File: config.mk
export PLATFORM = sky130hd
export DESIGN_NAME = clock_step_ctrl
export DESIGN_NICKNAME = d
export VERILOG_FILES = /design/src/rtl/clock_step_ctrl_pkg.sv /design/src/rtl/clock_step_ctrl_en_divider.sv /design/src/rtl/clock_step_ctrl.sv
export SDC_FILE = /design/constraint.sdc
export NUM_CORES = 1
export LEC_CHECK = 0
export CAP_MARGIN = 30
export CORE_ASPECT_RATIO = 2
export CORE_MARGIN = 2
export CORE_UTILIZATION = 45
export CTS_CLUSTER_SIZE = 30
export DETAILED_ROUTE_END_ITERATION = 8
export PLACE_DENSITY = 0.85
export SLEW_MARGIN = 25
export SYNTH_ARGS = -nofsm -noshare
export SYNTH_HDL_FRONTEND = slang
export SYNTH_SLANG_ARGS = --single-unit
export TNS_END_PERCENT = 30
File: constraint.sdc
create_clock -name CLK -period 2.1 [get_ports CLK]
set_input_delay 0.42 -clock CLK [delete_from_list [all_inputs] [get_ports CLK]]
set_output_delay 0.42 -clock CLK [all_outputs]
set_load 0.02 [all_outputs]
File: src/rtl/clock_step_ctrl_pkg.sv
// clock_step_ctrl_pkg: shared CPU stepping constants and FSM state encodings.
package clock_step_ctrl_pkg;

    typedef enum logic [1:0] {
        ST_IDLE = 2'd0,
        ST_RUN  = 2'd1,
        ST_STEP = 2'd2
    } state_t;

    localparam int DEF_DIV_W = 8;
    localparam int DEF_CNT_W = 16;

endpackage

File: src/rtl/clock_step_ctrl_en_divider.sv
// en_divider: strobes once every div+1 enabled cycles.
// The period is sampled only on reload, and the phase is held while disabled.
module en_divider #(
    parameter int DIV_W = 8
) (
    input  logic             CLK,
    input  logic             RST,
    input  logic             en,
    input  logic [DIV_W-1:0] div,
    output logic             strobe
);

    logic [DIV_W-1:0] r_cnt;
    logic             w_zero;

    assign w_zero = (r_cnt == '0);
    assign strobe = en && w_zero;

    always_ff @(posedge CLK or posedge RST) begin
        if (RST)
            r_cnt <= '0;
        else if (en)
            r_cnt <= w_zero ? div : r_cnt - 1'b1;
    end

endmodule

File: src/rtl/clock_step_ctrl.sv
// clock_step_ctrl: run/halt/single-step clock-enable generator.
// It also produces divided radix/counter strobes and an enabled-cycle counter.
module clock_step_ctrl
    import clock_step_ctrl_pkg::*;
#(
    parameter int DIV_W = DEF_DIV_W,
    parameter int CNT_W = DEF_CNT_W
) (
    input  logic             CLK,
    input  logic             RST,
    input  logic             run,
    input  logic             halt,
    input  logic             step,
    input  logic [DIV_W-1:0] div_radix,
    input  logic [DIV_W-1:0] div_count,
    output logic             cpu_en,
    output logic             radix_en,
    output logic             count_en,
    output logic [1:0]       state,
    output logic [CNT_W-1:0] cycle_cnt
);

    state_t           r_state;
    state_t           w_next;
    logic [CNT_W-1:0] r_cycle_cnt;

    always_ff @(posedge CLK or posedge RST) begin
        if (RST)
            r_state <= ST_IDLE;
        else
            r_state <= w_next;
    end

    // STEP and the unreachable encoding both fall back to IDLE.
    always_comb begin
        w_next = ST_IDLE;
        cpu_en = 1'b0;
        case (r_state)
            ST_IDLE: w_next = halt ? ST_IDLE : step ? ST_STEP : run ? ST_RUN : ST_IDLE;
            ST_RUN: begin
                w_next = halt ? ST_IDLE : ST_RUN;
                cpu_en = 1'b1;
            end
            ST_STEP: cpu_en = 1'b1;
            default: w_next = ST_IDLE;
        endcase
    end

    always_ff @(posedge CLK or posedge RST) begin
        if (RST)
            r_cycle_cnt <= '0;
        else if (cpu_en)
            r_cycle_cnt <= r_cycle_cnt + 1'b1;
    end

    en_divider #(.DIV_W(DIV_W)) u_radix_div (
        .CLK    (CLK),
        .RST    (RST),
        .en     (cpu_en),
        .div    (div_radix),
        .strobe (radix_en)
    );

    en_divider #(.DIV_W(DIV_W)) u_count_div (
        .CLK    (CLK),
        .RST    (RST),
        .en     (cpu_en),
        .div    (div_count),
        .strobe (count_en)
    );

    assign state     = r_state;
    assign cycle_cnt = r_cycle_cnt;

endmodule

==> impl.org, run 1 <==
** Final layout
- Once layout is complete, the cells apart from fillers number around 320.
- Fraction of layout instances using a drive strength above 1 :: 25.8%
- Post-synthesis to final-layout area growth :: 48.4%
- The multi-input combinational cells in the finished layout cover a total of roughly 990 um2.
- Fill cell instance count of the final layout :: 326
- For this run, the post-layout net count is 298.
- Total area of sequential cells :: 853 um2
- Post-layout instance area :: 2760 um2
- The number of antenna diodes in the final layout is 0.

** Floorplanning
- In this run the vertical extent of the chip is 94.9 um.
- In this run the horizontal extent of the chip is ~50 um.
- FP Rows :: 33
- Die outline area :: ~4700 um2
- During I/O placement, the number of pins put on the boundary was 42.
- Core box area :: 4050 um2
- Initial standard-cell utilization of the core :: 45.9%

** CTS
- Total of hold buffers inserted after clock tree synthesis :: 0
- Number of CTS-inserted buffers :: 5
- TritonCTS built the clock tree.
- In this run the deepest clock path goes through 2 buffers.
- Sink count of the clock tree :: 34
- Clock root buffer :: sky130_fd_sc_hd__clkbuf_8
- Total number of H-tree levels :: 2
- Clock-pin transition on the worst setup and hold timing paths :: 0.08 ns
- Skew-Pair Late Insertion Delay :: approximately 0.29 ns

** Setup path
- By instance count, the cell type seen most on the critical path is sky130_fd_sc_hd__buf_6.
- The largest single stage delay on the critical path is roughly 0.4 ns.
- Path type of the worst setup path :: register to output port
- The worst setup path is launched from a register.
- Top fanout value on the critical path :: 2
- For this design, the slowest cell found on the critical path is sky130_fd_sc_hd__or3b_4.
- Arrival time of the worst setup path :: 1.74 ns
- Crit end category :: output port
- STA puts the critical path data required time at 1.68 ns.
- Critical path, cell by cell :: inv_2 > ha_4 > buf_6 > or3b_4 > nor3_4 > buf_6

** Global route
- Initial antenna violation count :: 0
- Sum of overflow across all layers after global routing :: 0
- The first global-routing pass estimated 7920 um of wire.
- Largest net degree at the start of global routing :: 35
- The via count of the first global-routing pass came to 1754.
- Tot GR Track Use :: between 20 and 25%

** Job
- Max-cap violations :: 0

** Timing
- Clock skew :: about 0.012 ns
- Final hold vios :: 0
- Final period demand of the worst path :: about 2.2 ns
- Timing would allow up to 463 MHz.
- Headroom to the max-slew limit came out at 67.7%.
- Count of final max-slew check failures :: 0
- Final worst-path cycle share :: 103%
- Final count of negative-setup-slack endpoints :: 3
- Unrepaired setup endpoints after global routing :: yes
- Setup WS post-layout :: -0.0620 ns
- Transition at the pin with the smallest max-transition slack :: around 0.48 ns

** Power and ir drop
- IR analysis of the VDD net gives a maximum drop of roughly 830 uV.
- Static leakage power :: 0.00121 uW
- Power per standard cell area :: slightly above 1000 nW/um2
- The design draws 2850 uW.

** Synth
- The commonest cells after synthesis are 34 x sky130_fd_sc_hd__dfrtp_1, 19 x sky130_fd_sc_hd__nor2_1, 18 x sky130_fd_sc_hd__nand2_1.
- Number of flops mapped to enable cells by yosys :: 0
- Count of different cell masters after synthesis :: 43
- Largest area contributor in the synthesized netlist :: sky130_fd_sc_hd__dfrtp_1
- Share of async-settable or async-resettable flops after synthesis :: 100%
- Synthesis produced a netlist whose cell count is 191.
- Count of yosys warnings during synthesis :: 0
- By area the synthesized netlist is led by sky130_fd_sc_hd__dfrtp_1 46%, sky130_fd_sc_hd__ha_1 4.7%, sky130_fd_sc_hd__nor2_1 3.8%.
- The most used flip-flop cell after synthesis is sky130_fd_sc_hd__dfrtp_1.
- Yosys instantiated no cell more often than sky130_fd_sc_hd__dfrtp_1.
- Seq/Total Area, Yosys :: 45.8%
- Post-synthesis area per instance :: 9.73 um2
- Of the post-synthesis cell area, the dominant cell type holds 45.8%.
- Synthesized flop and latch total :: 34
- Nets in the synthesized netlist :: between 200 and 250
- The synthesized netlist occupies a cell area of approximately 1900 um2.

** Placed design
- Port buffering added 41 buffers.
- Number of placed instances, taps included :: 309
- Area after detailed placement :: roughly 2600 um2
- HPWL after DPL :: approximately 3400 um
- Routability-driven placement finished with a final weighted congestion of 0.793.

** Outcome
- Violated checks :: negative setup slack
- Outcome :: complete, but fails checks

** Route
- After detailed routing, the number of vias per cell comes to approximately 5.3.
- The detail route stage leaves a number of antenna-violating nets equal to 0.
- For this run, design rule violations remaining after detail routing come to 0.
- Vias after detailed routing :: 1728
- For this block, the routed nets add up to 4760 um of wire.
- DRT Pass-1 Iters :: 4
- Routed wire per std cell :: 14.7 um
- Number of DRC markers after the initial detailed-route iteration :: 53

** Worst hold path
- The min-delay analysis places its worst path in the category register to register.
-- layer usage --
| metal | wire, um | global-route usage, % |
|---|---|---|
| met5 | 0 | 0 |
| met4 | 132 | 11.1 |
| met3 | 123 | 2.85 |
| met2 | 2780 | 41.9 |
| met1 | 1720 | 23.3 |
-- cells in the final DEF, fill, tap and decap left out, types with 6 or more instances in the layout --
cell type | Yosys | layout
sky130_fd_sc_hd__buf_4 | 1 | 35
sky130_fd_sc_hd__nand2_1 | 18 | 18
sky130_fd_sc_hd__dfrtp_1 | 34 | 32
sky130_fd_sc_hd__clkdlybuf4s50_1 | 0 | 38
sky130_fd_sc_hd__clkbuf_8 | 0 | 6
sky130_fd_sc_hd__a21oi_1 | 8 | 8
sky130_fd_sc_hd__inv_1 | 10 | 6
sky130_fd_sc_hd__a31oi_1 | 8 | 8
sky130_fd_sc_hd__nand3_1 | 6 | 6
sky130_fd_sc_hd__xnor2_1 | 7 | 7
sky130_fd_sc_hd__xor2_1 | 8 | 8
sky130_fd_sc_hd__nand4_1 | 6 | 6
sky130_fd_sc_hd__nor2_1 | 19 | 18
-- registers in the layout, summed over array words and instances, names as in the netlist --
signal / cells
u_radix_div.r_cnt: 8
u_count_div.r_cnt: 8
cycle_cnt: 16
state: 2
-- worst paths after layout --
check | startpoint | end | slack, ns | depth (start not counted)
setup / recovery | state[1] | radix_en | -0.06 | 6
hold reg to reg | cycle_cnt[15] | cycle_cnt[15] | 0.48 | 1
min in group asynchronous | RST | u_radix_div.r_cnt[6] | 0.53 | 3
max in group asynchronous | RST | state[1] | 1.24 | 3
setup reg to reg | u_radix_div.r_cnt[1] | u_radix_div.r_cnt[2] | -0.03 | 7
hold / removal | cycle_cnt[15] | cycle_cnt[15] | 0.48 | 1
-- metrics by stage --
step / setup TNS [ns] / setup slack (ns) / hold WS, ns / utilization (%)
final: -0.0969 / -0.0620 / 0.480 / 68.2
after floorplan: -0.0216 / -0.0216 / 0.446 / -
after global placement: -0.617 / -0.317 / 0.470 / 63.5
after CTS: -0.101 / -0.0433 / 0.481 / 67.0
after detailed placement: -0.783 / -0.351 / 0.468 / 63.5
after global routing: -0.427 / -0.133 / 0.500 / 68.2
-- where the power goes --
group / leakage, uW / switching [uW] / internal, uW / total (uW)
sequential: 0.000427 / 176 / 839 / 1020
combinational: 0.000732 / 643 / 690 / 1330
clock: 0.0000472 / 239 / 263 / 502
-- kinds of logic after synthesis --
| group | share of synthesized area [%] |
|---|---|
| compound gates | 11.3 |
| buf+inv | 4.11 |
| mux | 3.37 |
| simple gates | 23.6 |
| fa+ha+maj | 4.71 |
| flops | 45.8 |
| xor+xnor | 7.07 |
-- area by class of cell --
cell class,instances,share of cell area [%]
multi-input combinational,140,36.0
timing repair buffer,79,25.9
sequential,34,30.9
clock buffer,6,2.99
clock inverter,2,0.454
inverter,10,1.36
tap,52,2.36
-- what timing repair did --
| action | 4_1_cts | 5_1_grt |
|---|---|---|
| buffers inserted | 3 | 3 |
| pin swaps | 2 | 1 |
| setup endpoints to repair | 6 | 12 |
| resized for setup | 22 | 7 |
-- critical path, delay by kind of cell (launching register included) --
family / cells / cell delay [ns]
DFF: 1 / 0.38
and+or+nand+nor: 2 / 0.53
buffers and inverters: 3 / 0.29
adders and majority gates: 1 / 0.26
No activity file was read; power rests on OpenSTA's default activity.
==> run 2, diff against run 1 <==
- CORE_MARGIN: 2 -> default
- CORE_UTILIZATION: 45 -> 55
- DONT_BUFFER_PORTS: default -> 1
- PLACE_DENSITY: 0.85 -> 0.82
==> impl.org, run 2 (synthesis results as in run 1) <==
** CTS
- Clock-pin slew was measured on the worst setup and hold paths at 0.07 ns.
- Clock tree from TritonCTS :: done
- Hold repair after CTS inserted 0 buffers.
- Clock root buffer :: sky130_fd_sc_hd__clkbuf_8
- Clock tree synthesis found a total of 34 sinks.
- No sink is reached through more buffers than the 2 on the longest clock path.
- Skew-Pair Late Insertion Delay :: around 0.28 ns
- Clock tree synthesis inserted a total of 5 buffers.
- Total number of H-tree levels :: 2

** Power and ir drop
- IR analysis of the VDD net gives a maximum drop of 802 uV.
- In this run the static leakage power is roughly 0.0010 uW.
- Power spread over the standard cell area amounts to 1180 nW/um2.

** Timing
- Peak clock frequency supported by timing :: between 400 and 500 MHz
- Final count of negative-setup-slack endpoints :: 2
- Clock skew :: 0.00580 ns
- Final hold vios :: 0
- Fin Setup TNS :: -0.0844 ns
- Final period demand of the worst path :: 2.15 ns
- Dividing the final minimum period by the clock period gives 102%.
- Setup WS post-layout :: -0.0462 ns
- Setup repair after global routing could not meet its margin everywhere.
- Headroom to the max-slew limit :: between 50% and 60%
- For the pin with the worst max-slew slack, the measured transition is between 0.6 and 0.7 ns.
- Count of final max-slew check failures :: 0

** Job
- Max-cap violations :: 0

** Outcome
- Violated checks :: negative setup slack
- Outcome :: complete, but fails checks

** Global route
- Tot GR Track Use :: 25.1%
- The first global-routing pass estimated roughly 7000 um of wire.
- Largest net degree at the start of global routing :: 22
- Initial antenna violation count :: 0
- The via count of the first global-routing pass came to 1596.
- After global routing the overflow that remains totals 0.

** Setup path
- In this run the worst path has a maximum fanout of 4.
- Buffering stage count on the worst path with inverters included :: 2
- The most critical setup path has its startpoint at u_count_div.r_cnt[1].
- The setup path with the least slack is of type register to output port.
- The largest single stage delay on the critical path is 0.48 ns.
- Cell with the largest stage delay on the worst path :: sky130_fd_sc_hd__or4b_4
- Reg-to-reg setup timing slack :: about 0.010 ns
- Critical Path Start Type :: register
- STA classifies the critical path endpoint as an output port.
- Among cell families on the critical path, the largest total delay comes from simple AND/OR/NAND/NOR gates.
- Critical Path RT :: 1.68 ns
- Data arrives at the worst endpoint at 1.73 ns.
- Critical R2R Launch :: u_radix_div.r_cnt[1]
- End of the worst register-to-register path :: u_radix_div.r_cnt[2]
- Critical path, cell by cell :: inv_2 > ha_4 > or4b_4 > buf_6 > nor2_4
- Reg2Reg Depth :: 7

** Route
- For this run, design rule violations remaining after detail routing come to 0.
- In the routed layout, each cell is associated on average with a via count of 6.25.
- Residual antenna-violating net count after detailed routing :: 0
- The pre-antenna-repair detailed-routing pass consisted of 4 iterations.
- The routed design has roughly 4500 um of wire.
- Number of DRC markers after the initial detailed-route iteration :: 46
- Dividing the detail-routed wire length by the instance count gives between 15 and 20 um.
- The detailed router placed 1576 vias in this run.

** Final layout
- Most common cell after layout, fill and taps aside :: sky130_fd_sc_hd__dfrtp_1
- At the end of the flow the core is filled with cells to 71.6%.
- From synthesis to final layout, the design area changed by 23.0%.
- The repair_antennas step left the layout with diodes totalling 0.
- Number of flip-flops in the largest register :: 16
- After the flow finishes, the layout carries non-filler instances totaling between 200 and 300.
- Number of nets in the finished design :: about 250
- Fraction of layout instances using a drive strength above 1 :: 27.1%
- Commonest cells after routing, fill and taps aside :: 32 x sky130_fd_sc_hd__dfrtp_1, 25 x sky130_fd_sc_hd__buf_4, 18 x sky130_fd_sc_hd__nand2_1, 18 x sky130_fd_sc_hd__nor2_1
- Fill cell instance count of the final layout :: 229

** Floorplanning
- The die is between 40 and 50 um wide.
- FP Rows :: 29
- Initial standard-cell utilization of the core :: about three fifths
- Core box area :: 3190 um2
- Count of boundary I/O pins :: 42
- Height of the die :: between 80 and 90 um
- Die outline area :: 3630 um2

** Placed design
- Routability-driven placement finished with a final weighted congestion of 0.790.
- Count of input and output buffers :: 0
- After legalization and detailed placement, the total HPWL measured 3090 um.
- Number of placed instances, taps included :: 230

** Worst hold path
- The worst hold path belongs to the class input pin to asynchronous set/reset pin.
-- run 2: cell types whose count changed in the layout (fill, tap and decap cells not counted), sizes merged --
cell	change
buf	-11
clkdlybuf4s15	-1
clkdlybuf4s50	-38
clkinv	-1
clkbuf	+2
clkinvlp	-1
-- run 2: cell type report --
type,instances,area [um2],share of cell area (%)
Inverter,10,37.5,1.64
Multi-Input combinational cell,140,1000,44.0
Timing Repair Buffer,29,241,10.6
Clock buffer,8,110,4.82
Tap cell,31,38.8,1.70
Sequential cell,34,853,37.3
-- run 2: worst register-to-register path: cells and delay by family (launching register included) --
| kind | cells | cell delay, ns |
|---|---|---|
| and+or+nand+nor | 2 | 0.64 |
| DFF | 1 | 0.39 |
| muxes | 1 | 0.35 |
| buffers and inverters | 2 | 0.27 |
| AOI/OAI and AO/OA | 1 | 0.21 |
| adders and majority gates | 1 | 0.14 |
-- run 2: worst max path at each step --
stage | endpoint | cells after the start
3_5_place_dp | u_radix_div.r_cnt[2] | 6
5_1_grt | radix_en | 5
6_report | count_en | 5
2_1_floorplan | u_radix_div.r_cnt[2] | 7
3_3_place_gp | u_radix_div.r_cnt[2] | 6
4_1_cts | radix_en | 5
-- run 2: power breakdown --
part | switching, uW | total, uW | internal, uW
logic | 467 | 954 | 487
clock network | 234 | 565 | 331
registers | 331 | 1170 | 837
total | 1030 | 2690 | 1660
-- run 2: metrics by stage --
step	setup slack [ns]	area, um2	total power (uW)	hold slack (ns)
after global routing	-0.0830	2290	2830	0.141
after CTS	-0.0791	2190	2560	0.112
final	-0.0462	2290	2690	0.101
after global placement	0.0560	2020	1840	0.417
after floorplan	-0.0216	1900	1660	0.446
after detailed placement	-0.0306	2020	1920	0.421
-- run 2: metal layers --
layer	routed length (um)	track usage (%)
met1	1570	24.2
met2	2590	45.2
met3	236	7.74
met4	91	12.9
met5	0	0
-- run 2: repair_timing --
action	CTS	global route
buffers inserted	5	9
pin swaps	3	4
setup endpoints to repair	4	7
endpoints found under the hold margin	0	0
resized for setup	9	7
